===== src/rtl/probe_pkg.sv =====
// Shared definitions for the probe command path: FSM states, opcode classes
// and the opcode ranges that decide which class a command byte belongs to.
package probe_pkg;

  typedef enum logic [1:0] {
    StIdle,
    StCmd,
    StPayload,
    StResp
  } state_e;

  typedef enum logic [1:0] {
    ClsRd,
    ClsWr,
    ClsOther
  } opc_class_e;

  // Read opcodes: no payload, one response byte
  localparam logic [7:0] OpRdALo = 8'd2;
  localparam logic [7:0] OpRdAHi = 8'd9;
  localparam logic [7:0] OpRdBLo = 8'd14;
  localparam logic [7:0] OpRdBHi = 8'd17;
  localparam logic [7:0] OpRdC   = 8'd22;
  localparam logic [7:0] OpRdD   = 8'd24;

  // Write opcodes: one payload byte, no response
  localparam logic [7:0] OpWrALo = 8'd10;
  localparam logic [7:0] OpWrAHi = 8'd13;
  localparam logic [7:0] OpWrBLo = 8'd18;
  localparam logic [7:0] OpWrBHi = 8'd21;
  localparam logic [7:0] OpWrC   = 8'd23;

endpackage


===== src/rtl/probe_opcode_class.sv =====
// Combinational opcode classifier; shared between the arbiter and the probe.
module probe_opcode_class
  import probe_pkg::*;
(
  input  logic [7:0] opcode,
  output opc_class_e op_class
);

  // Anything outside the read and write ranges is a bare command
  always_comb begin
    op_class = ClsOther;
    if ((opcode >= OpRdALo && opcode <= OpRdAHi) ||
        (opcode >= OpRdBLo && opcode <= OpRdBHi) ||
        (opcode == OpRdC) || (opcode == OpRdD)) begin
      op_class = ClsRd;
    end else if ((opcode >= OpWrALo && opcode <= OpWrAHi) ||
                 (opcode >= OpWrBLo && opcode <= OpWrBHi) ||
                 (opcode == OpWrC)) begin
      op_class = ClsWr;
    end
  end

endmodule


===== src/rtl/probe_cmd_arbiter.sv =====
// Two-requester round-robin arbiter in front of a single byte-stream probe.
// A granted requester owns the probe for one whole packet (opcode, optional
// payload, optional response) so packets from the two sides never interleave.
module probe_cmd_arbiter
  import probe_pkg::*;
#(
  parameter int unsigned RSP_TIMEOUT = 1024,
  parameter int unsigned CNT_W       = 11
) (
  input  logic       clk,
  input  logic       m_aresetn,
  // requester 0
  input  logic       s0_rx_valid,
  input  logic [7:0] s0_rx_data,
  output logic       s0_rx_ready,
  output logic       s0_tx_valid,
  output logic [7:0] s0_tx_data,
  input  logic       s0_tx_ready,
  // requester 1
  input  logic       s1_rx_valid,
  input  logic [7:0] s1_rx_data,
  output logic       s1_rx_ready,
  output logic       s1_tx_valid,
  output logic [7:0] s1_tx_data,
  input  logic       s1_tx_ready,
  // probe
  output logic       p_rx_valid,
  output logic [7:0] p_rx_data,
  input  logic       p_rx_ready,
  input  logic       p_tx_valid,
  input  logic [7:0] p_tx_data,
  output logic       p_tx_ready,
  // status
  output logic       owner,
  output logic       busy,
  output logic       timeout_err,
  output logic       stray_rsp
);

  localparam logic [CNT_W-1:0] TimeoutVal = CNT_W'(RSP_TIMEOUT);

  state_e           state_q;
  logic             owner_q;
  logic             last_owner_q;
  logic [CNT_W-1:0] timer_q;
  logic             timeout_err_q;
  logic             stray_rsp_q;

  opc_class_e cmd_class;
  logic       any_req;
  logic       grant_idx;
  logic       p_rx_hs;
  logic       p_tx_hs;

  probe_opcode_class u_opcode_class (
    .opcode   (p_rx_data),
    .op_class (cmd_class)
  );

  // On a tie the requester that did not win last time gets the grant
  always_comb begin
    any_req   = s0_rx_valid | s1_rx_valid;
    grant_idx = (s0_rx_valid & s1_rx_valid) ? ~last_owner_q : s1_rx_valid;
  end

  // Stream muxes; everything is forced low while reset is asserted
  always_comb begin
    p_rx_valid  = 1'b0;
    p_rx_data   = 8'h00;
    s0_rx_ready = 1'b0;
    s1_rx_ready = 1'b0;
    s0_tx_valid = 1'b0;
    s0_tx_data  = 8'h00;
    s1_tx_valid = 1'b0;
    s1_tx_data  = 8'h00;
    p_tx_ready  = 1'b0;
    if (m_aresetn) begin
      unique case (state_q)
        StIdle: begin
          // Sink anything the probe sends unprompted
          p_tx_ready = 1'b1;
        end
        StCmd, StPayload: begin
          p_rx_valid  = owner_q ? s1_rx_valid : s0_rx_valid;
          p_rx_data   = owner_q ? s1_rx_data  : s0_rx_data;
          s0_rx_ready = ~owner_q & p_rx_ready;
          s1_rx_ready =  owner_q & p_rx_ready;
        end
        StResp: begin
          s0_tx_valid = ~owner_q & p_tx_valid;
          s0_tx_data  = owner_q ? 8'h00 : p_tx_data;
          s1_tx_valid =  owner_q & p_tx_valid;
          s1_tx_data  = owner_q ? p_tx_data : 8'h00;
          p_tx_ready  = owner_q ? s1_tx_ready : s0_tx_ready;
        end
        default: ;
      endcase
    end
  end

  always_comb begin
    p_rx_hs = p_rx_valid & p_rx_ready;
    p_tx_hs = p_tx_valid & p_tx_ready;
  end

  // Packet FSM, response timer and registered status pulses
  always_ff @(posedge clk or negedge m_aresetn) begin
    if (!m_aresetn) begin
      state_q       <= StIdle;
      owner_q       <= 1'b0;
      last_owner_q  <= 1'b1;
      timer_q       <= '0;
      timeout_err_q <= 1'b0;
      stray_rsp_q   <= 1'b0;
    end else begin
      timeout_err_q <= 1'b0;
      stray_rsp_q   <= 1'b0;
      unique case (state_q)
        StIdle: begin
          stray_rsp_q <= p_tx_hs;
          if (any_req) begin
            owner_q      <= grant_idx;
            last_owner_q <= grant_idx;
            state_q      <= StCmd;
          end
        end
        StCmd: begin
          if (p_rx_hs) begin
            case (cmd_class)
              ClsWr: state_q <= StPayload;
              ClsRd: begin
                state_q <= StResp;
                timer_q <= '0;
              end
              default: state_q <= StIdle;
            endcase
          end
        end
        StPayload: begin
          if (p_rx_hs) state_q <= StIdle;
        end
        StResp: begin
          // A response arriving on the timeout cycle still completes normally
          if (p_tx_hs) begin
            state_q <= StIdle;
          end else if (timer_q == TimeoutVal) begin
            state_q       <= StIdle;
            timeout_err_q <= 1'b1;
          end else begin
            timer_q <= timer_q + 1'b1;
          end
        end
        default: state_q <= StIdle;
      endcase
    end
  end

  always_comb begin
    owner       = owner_q;
    busy        = (state_q != StIdle);
    timeout_err = timeout_err_q;
    stray_rsp   = stray_rsp_q;
  end

endmodule


===== config.mk =====
export PLATFORM = sky130hd
export DESIGN_NAME = probe_cmd_arbiter
export DESIGN_NICKNAME = d
export VERILOG_FILES = /design/src/rtl/probe_pkg.sv /design/src/rtl/probe_opcode_class.sv /design/src/rtl/probe_cmd_arbiter.sv
export SDC_FILE = /design/constraint.sdc
export NUM_CORES = 1
export LEC_CHECK = 0
export CAP_MARGIN = 20
export CORE_MARGIN = 2
export CORE_UTILIZATION = 43
export DETAILED_ROUTE_END_ITERATION = 6
export GPL_ROUTABILITY_DRIVEN = 0
export HOLD_SLACK_MARGIN = 0.02
export PLACE_DENSITY = 0.8
export SYNTH_ARGS = -nofsm -noshare
export SYNTH_HDL_FRONTEND = slang
export SYNTH_SLANG_ARGS = --single-unit

===== constraint.sdc =====
create_clock -name clk -period 2.93 [get_ports clk]
set_input_delay 0.7325 -clock clk [delete_from_list [all_inputs] [get_ports clk]]
set_output_delay 0.7325 -clock clk [all_outputs]
set_load 0.02 [all_outputs]

==> out/qor.csv, run 1 <==
metric,value,unit
outcome,"finished, final reports clean",
cts_made_buffers,3,
synth_area,1610,um2
clock_path_buffers,2,
rr_worst_depth,10,
grt_max_degree,15,
rsz0062_at_grt,false,
cts.sinks,17,
use_met1,0.293,
antenna_found_initial,0,
syn_nets,241,
hold_start,last_owner_q,
synth-main-ff-cell,dfrtp_1,
syn2layout_area_growth,55.4,%
drt-initial-drc-count,68,
drive_gt1_frac,0.161,
hold_depth,2,
coreArea,3630,um2
synthXorXnorAreaFrac,0.00543,
synthDistinctLibCells,53,
worst_path_most_repeated_cell,clkdlybuf4s50_1,
grt.busiest_layer,met2,
worst-slew-pin-transition,459,ps
track_usage,0.217,
min_period_over_period,0.980,
ys_ff_latch,17,
report.final.slew_viol_count,0,
critPathCaptureType,output port,
fin_hold_ws,530,ps
synth_top_family_by_area,simple AND/OR/NAND/NOR gates,
min_to,last_owner_q,
drc_errors,0,
crit_fanout,5,
dp_hpwl,3560,um
drt_pass1_iterations,4,
final_core_util,0.689,
criticalPathCategory,primary input to output port,
fin_cells,334,
cts_hold_buffers,0,
timing.rr.end,timer_q[2],
final-hold-violation-count,0,
grt_util_met3,0.0479,
yosysSeqAreaShare,0.265,
synth_compound_area_frac,0.197,
post-route-min-period,2870,ps
wl_per_cell,13.3,um
place_inst,330,
fp.dieW,65.2,um
synth_fa_ha_area_frac,0.0543,
portBuffers,65,
fill_cells,301,
initial_core_util,0.444,
cp_top_family,buffers and inverters,
postCtsSetupBuffers,0,
clk_latency,250,ps
cp_data_required_time,2200,ps
avgSynthCellArea,7.98,um2
leakage,0.00105,uW
max_stage_delay,620,ps
syn_inst,202,
cap_violations,0,
clk_pin_slew,70,ps
grt_pass1_vias,1657,
ir_drop,0.455,mV
r2r_slack,360,ps
p_per_area,786,nW/um2
ys_warn_count,0,
start_kind,primary input,
vias,1793,
htree_num_levels,1,
antenna_cells,0,
synthArstFlopShare,1.00,
rr_startpoint,state_q[0],
die_area,4250,um2
grt_first_pass_wirelength,7440,um
vias_per_cell,5.37,
ant_nets,0,
cts_root_buf,clkbuf_8,
cpMaxStageDelayCell,clkdlybuf4s50_1,
relSlewSlack,0.694,
worst_clock_skew,5.55,ps
crit_start,s1_rx_data[1],
crit_path_cell_trace,clkdlybuf4s50_1 > buf_4 > mux2i_1 > nor2_1 > clkdlybuf4s50_1,
wl,4450,um
synth_edf_count,0,
worstHoldPathType,register to register,
cts_tree,built,
cp_data_arrival_time,2140,ps
path_buf_inv,3,
setup_viol,0,
use_met2,0.367,
dieHeight,65.2,um
ios,66,
clock.fmax,348,MHz
fp-row-count,22,
synth.area.mux_share,0.0846,
grt_overflow_total,0,
yosys.area_share.simple,0.325,
nets,326,
cell families after synthesis:
logic type                 Yosys count
xor gates and xnor gates             1
adders and majority gates            7
buffers and inverters               20
AOI/OAI and AO/OA                   41
DFF                                 17
muxes                               13
and+or+nand+nor                    103
power breakdown:
group	switching (uW)	leakage [uW]	total (uW)	internal (uW)
combinational	690	0.000828	1330	636
clock	78.6	0.0000255	173	94.3
sequential	129	0.000194	468	338
total	898	0.00105	1970	1070
area by class of cell:
type / instances / area, um2 / share of cell area
well taps: 48 / 60.1 / 0.0240
multi-input cells: 165 / 1080 / 0.432
repair buffers: 92 / 857 / 0.342
inverters: 8 / 30.0 / 0.0120
clock inverters: 1 / 5.00 / 0.00200
flip-flops and latches: 17 / 428 / 0.171
clock buffers: 3 / 41.3 / 0.0165
Yosys cell counts (4+ instances only):
| master | number | area (um2) |
|---|---|---|
| a21oi_1 | 4 | 20.0 |
| buf_6 | 4 | 45.0 |
| ha_1 | 7 | 87.6 |
| nand2_1 | 19 | 71.3 |
| clkbuf_1 | 5 | 18.8 |
| inv_1 | 8 | 30.0 |
| dfrtp_1 | 16 | 400 |
| o211ai_1 | 17 | 128 |
| nor2_1 | 33 | 124 |
| nand3_1 | 13 | 65.1 |
| nand2b_1 | 6 | 37.5 |
| mux2i_1 | 11 | 110 |
layout by cell type, fill, tap and decap left out, types with 2 or more instances in the layout:
cell type / netlist / routed
o211ai_1: 17 / 17
nor4_1: 2 / 2
ha_1: 7 / 7
nand4_1: 3 / 3
nor3b_1: 3 / 3
dfrtp_1: 16 / 15
nor2_1: 33 / 33
inv_1: 8 / 8
o32ai_1: 2 / 2
dlymetal6s2s_1: 0 / 3
nand2_1: 19 / 19
or3_1: 3 / 3
clkbuf_8: 0 / 3
clkdlybuf4s50_1: 0 / 59
a21oi_1: 4 / 4
nand2_2: 3 / 2
dlygate4sd2_1: 0 / 3
nor3_1: 2 / 2
nand3b_1: 3 / 3
and3_1: 3 / 3
or3b_2: 2 / 2
buf_4: 1 / 27
nand3_1: 13 / 13
mux2i_1: 11 / 11
nand2b_1: 6 / 5
o311ai_1: 3 / 3
state kept, by name, indices dropped and copies added, names as in the netlist:
name	cells
last_owner_q	1
owner	1
state_q	2
stray_rsp	1
timeout_err	1
timer_q	11
worst max path at each step:
stage,cells past startpoint,endpoint
after floorplan,10,state_q[0]
after global placement,4,p_tx_ready
after detailed placement,4,p_rx_data[5]
after CTS,5,p_rx_data[2]
after global routing,5,p_rx_data[6]
final,5,p_rx_data[1]
worst min-delay path, cell delays in order, from the launching register on:
cell     delay [ps]
dfstp_2         380
a21oi_1         100
a31oi_1          50
through the flow:
stage / setup TNS [ps] / setup WS (ps) / cell area [um2] / power [uW]
2_1_floorplan: 0 / 568 / 1610 / 1300
3_3_place_gp: -4460 / -166 / 2440 / 1770
3_5_place_dp: -4610 / -189 / 2440 / 1790
4_1_cts: 0 / 41.2 / 2490 / 1970
5_1_grt: 0 / 3.43 / 2500 / 2120
6_report: 0 / 59.6 / 2500 / 1970
routing by layer:
layer	share of wire	routed length, um
met1	0.47	2090
met2	0.46	2040
met3	0.066	292
met4	0.0054	24
met5	0	0
what timing repair did:
action / in CTS / in global routing
endpoints found under the hold margin: 0 / 0
setup endpoints to repair: 30 / 14
pin swaps: 0 / 0
gates cloned: 0 / 0
gates resized for setup: 4 / 5
Note: power is estimated with default switching activity, not from simulation.
==> run 2: changes to the inputs <==
- CORE_UTILIZATION: 43 -> 39
- PLACE_DENSITY: 0.8 -> 0.77
- clock period: 2.93 -> 2.59 ns (I/O delays scaled with it)
==> run 2 against run 1 <==
Non-clock buffer count increased by 8. Clock skew increased by 0.91 ps. Sequential power increased by 11%. Register-to-register slack got worse by 110 ps. Critical path type is now primary input to register. Largest power group unchanged. Highest routed layer unchanged.
==> out/qor.csv, run 2 (synthesis results as in run 1) <==
metric,value,unit,change
cts.sinks,17,,unchanged
drt_pass1_iterations,4,,unchanged
setup_viol,0,,unchanged
fin_cells,344,,was 334
fp-row-count,23,,was 22
leakage,0.00126,uW,was 0.00105 uW
worst-slew-pin-transition,409,ps,was 459 ps
worst_clock_skew,6.46,ps,was 5.55 ps
drive_gt1_frac,0.211,,was 0.161
rsz0062_at_grt,false,,unchanged
fp.dieW,68.3,um,was 65.2 um
wl,4840,um,was 4450 um
rr_startpoint,state_q[1],,was state_q[0]
start_kind,primary input,,unchanged
vias,1879,,was 1793
crit_fanout,4,,was 5
min_period_over_period,0.979,,
antenna_found_initial,0,,unchanged
die_area,4660,um2,was 4250 um2
clk_latency,250,ps,about the same
crit_start,s1_rx_data[2],,was s1_rx_data[1]
critPathCaptureType,register,,was output port
cts_tree,built,,unchanged
fin_total_pwr,2300,uW,was 1970 uW
outcome,"finished, final reports clean",,unchanged
dieHeight,68.3,um,was 65.2 um
wl_per_cell,14.1,um,was 13.3 um
cts_made_buffers,3,,unchanged
final.setup.tns,0,ps,unchanged
clock_path_buffers,2,,unchanged
drt-initial-drc-count,98,,was 68
final-hold-violation-count,0,,unchanged
track_usage,0.206,,was 0.217
largest_reg_flops,11,,unchanged
cp_data_arrival_time,2720,ps,was 2140 ps
htree_num_levels,1,,unchanged
relSlewSlack,0.719,,was 0.694
clock.fmax,395,MHz,
cp_data_required_time,2780,ps,was 2200 ps
initial_core_util,0.403,,was 0.444
fin_hold_ws,542,ps,was 530 ps
pwr-share-clk,0.085,,was 0.088
criticalPathCategory,primary input to register,,was primary input to output port
report.final.slew_viol_count,0,,unchanged
worstHoldPathType,primary input to async pin,,was register to register
post-route-min-period,2530,ps,
drc_errors,0,,unchanged
grt_max_degree,26,,was 15
p_int,1230,uW,was 1070 uW
p_per_area,889,nW/um2,was 786 nW/um2
grt_first_pass_wirelength,7350,um,was 7440 um
p_sw_frac,0.466,,was 0.457
ios,66,,unchanged
p_switching,1070,uW,was 898 uW
nets,334,,was 326
syn2layout_area_growth,60.5,%,was 55.4%
reg_top3,"timer_q x11, state_q x2",,unchanged
dp_hpwl,3780,um,was 3560 um
place_inst,338,,was 330
antenna_cells,0,,unchanged
cts_root_buf,clkbuf_8,,unchanged
coreArea,4000,um2,was 3630 um2
clk_pin_slew,70,ps,about the same
vias_per_cell,5.46,,was 5.37
combPwrFrac,0.688,,was 0.674
final_cell_mix,"clkdlybuf4s50_1, buf_4, nor2_1",,"was clkdlybuf4s50_1, nor2_1, buf_4"
regMostFlops,timer_q,,unchanged
ant_nets,0,,unchanged
r2r_slack,250,ps,was 360 ps
cap_violations,0,,unchanged
grt_overflow_total,0,,unchanged
grt_pass1_vias,1647,,was 1657
portBuffers,65,,unchanged
p_seq_frac,0.227,,was 0.238
ir_drop,0.460,mV,was 0.455 mV
## run 2: cell types whose count changed in the layout (fill, tap and decap cells not counted), sizes merged
cell	previous run	this run
clkdlybuf4s50	59	35
dlygate4sd2	3	21
buf	27	35
dlymetal6s2s	3	8
clkdlybuf4s15	0	1
## run 2: worst max-delay path, stage by stage
cell and delay, ps:
clkdlybuf4s50_1 420, or3b_1 370, a221oi_2 330, a2bb2oi_2 170
o21ai_2 90, buf_4 140, or4_1 460, nand3_1 90
## run 2: per-stage QoR
step	area [um2]	utilization	worst slack (ps)
after floorplan	1610	-	228
after global placement	2490	0.623	-384
after detailed placement	2490	0.623	-371
after CTS	2530	0.633	25.9
after global routing	2590	0.647	2.05
final	2590	0.647	55.4
## run 2: cell type report
class	instances	area, um2
timing repair buffer	100	908
inverter	8	30.0
clock inverter	1	5.00
multi-input combinational	165	1110
clock buffer	3	41.3
tap	50	62.6
fill	343	1410
sequential	17	428
## run 2: layer usage
metal  part of all wire  track usage  up-vias
met5                  0            0        -
met4              0.011       0.0425        0
met3              0.067       0.0543        6
met2               0.50        0.354       57
met1               0.43        0.259      889
li1                   -            -      927
## run 2: power by group through the flow
stage,Sequential [uW],Clock (uW),Combinational [uW]
6_report,521,196,1580
5_1_grt,539,216,1720
3_3_place_gp,532,0,1490
4_1_cts,540,204,1490
2_1_floorplan,491,0,983
3_5_place_dp,542,0,1520
## run 2: worst paths after layout
kind | to | cells past startpoint
max in group asynchronous | last_owner_q | 3
setup reg to reg | timer_q[5] | 9
setup / recovery | timer_q[2] | 8
hold / removal | timer_q[6] | 2
min in group clk | last_owner_q | 2
hold reg to reg | last_owner_q | 2
## run 2: repair_timing
| action | 4_1_cts | 5_1_grt |
|---|---|---|
| hold buffers | 0 | 0 |
| pin swaps | 0 | 2 |
| gates resized for setup | 30 | 13 |
| setup buffers | 0 | 2 |
| endpoints found under the setup margin | 38 | 20 |
==> run 3: changes to the inputs <==
- CAP_MARGIN: 20 -> 5
==> results of run 3 <==
No change in the layout: final DEF, timing and power equal those of run 2.
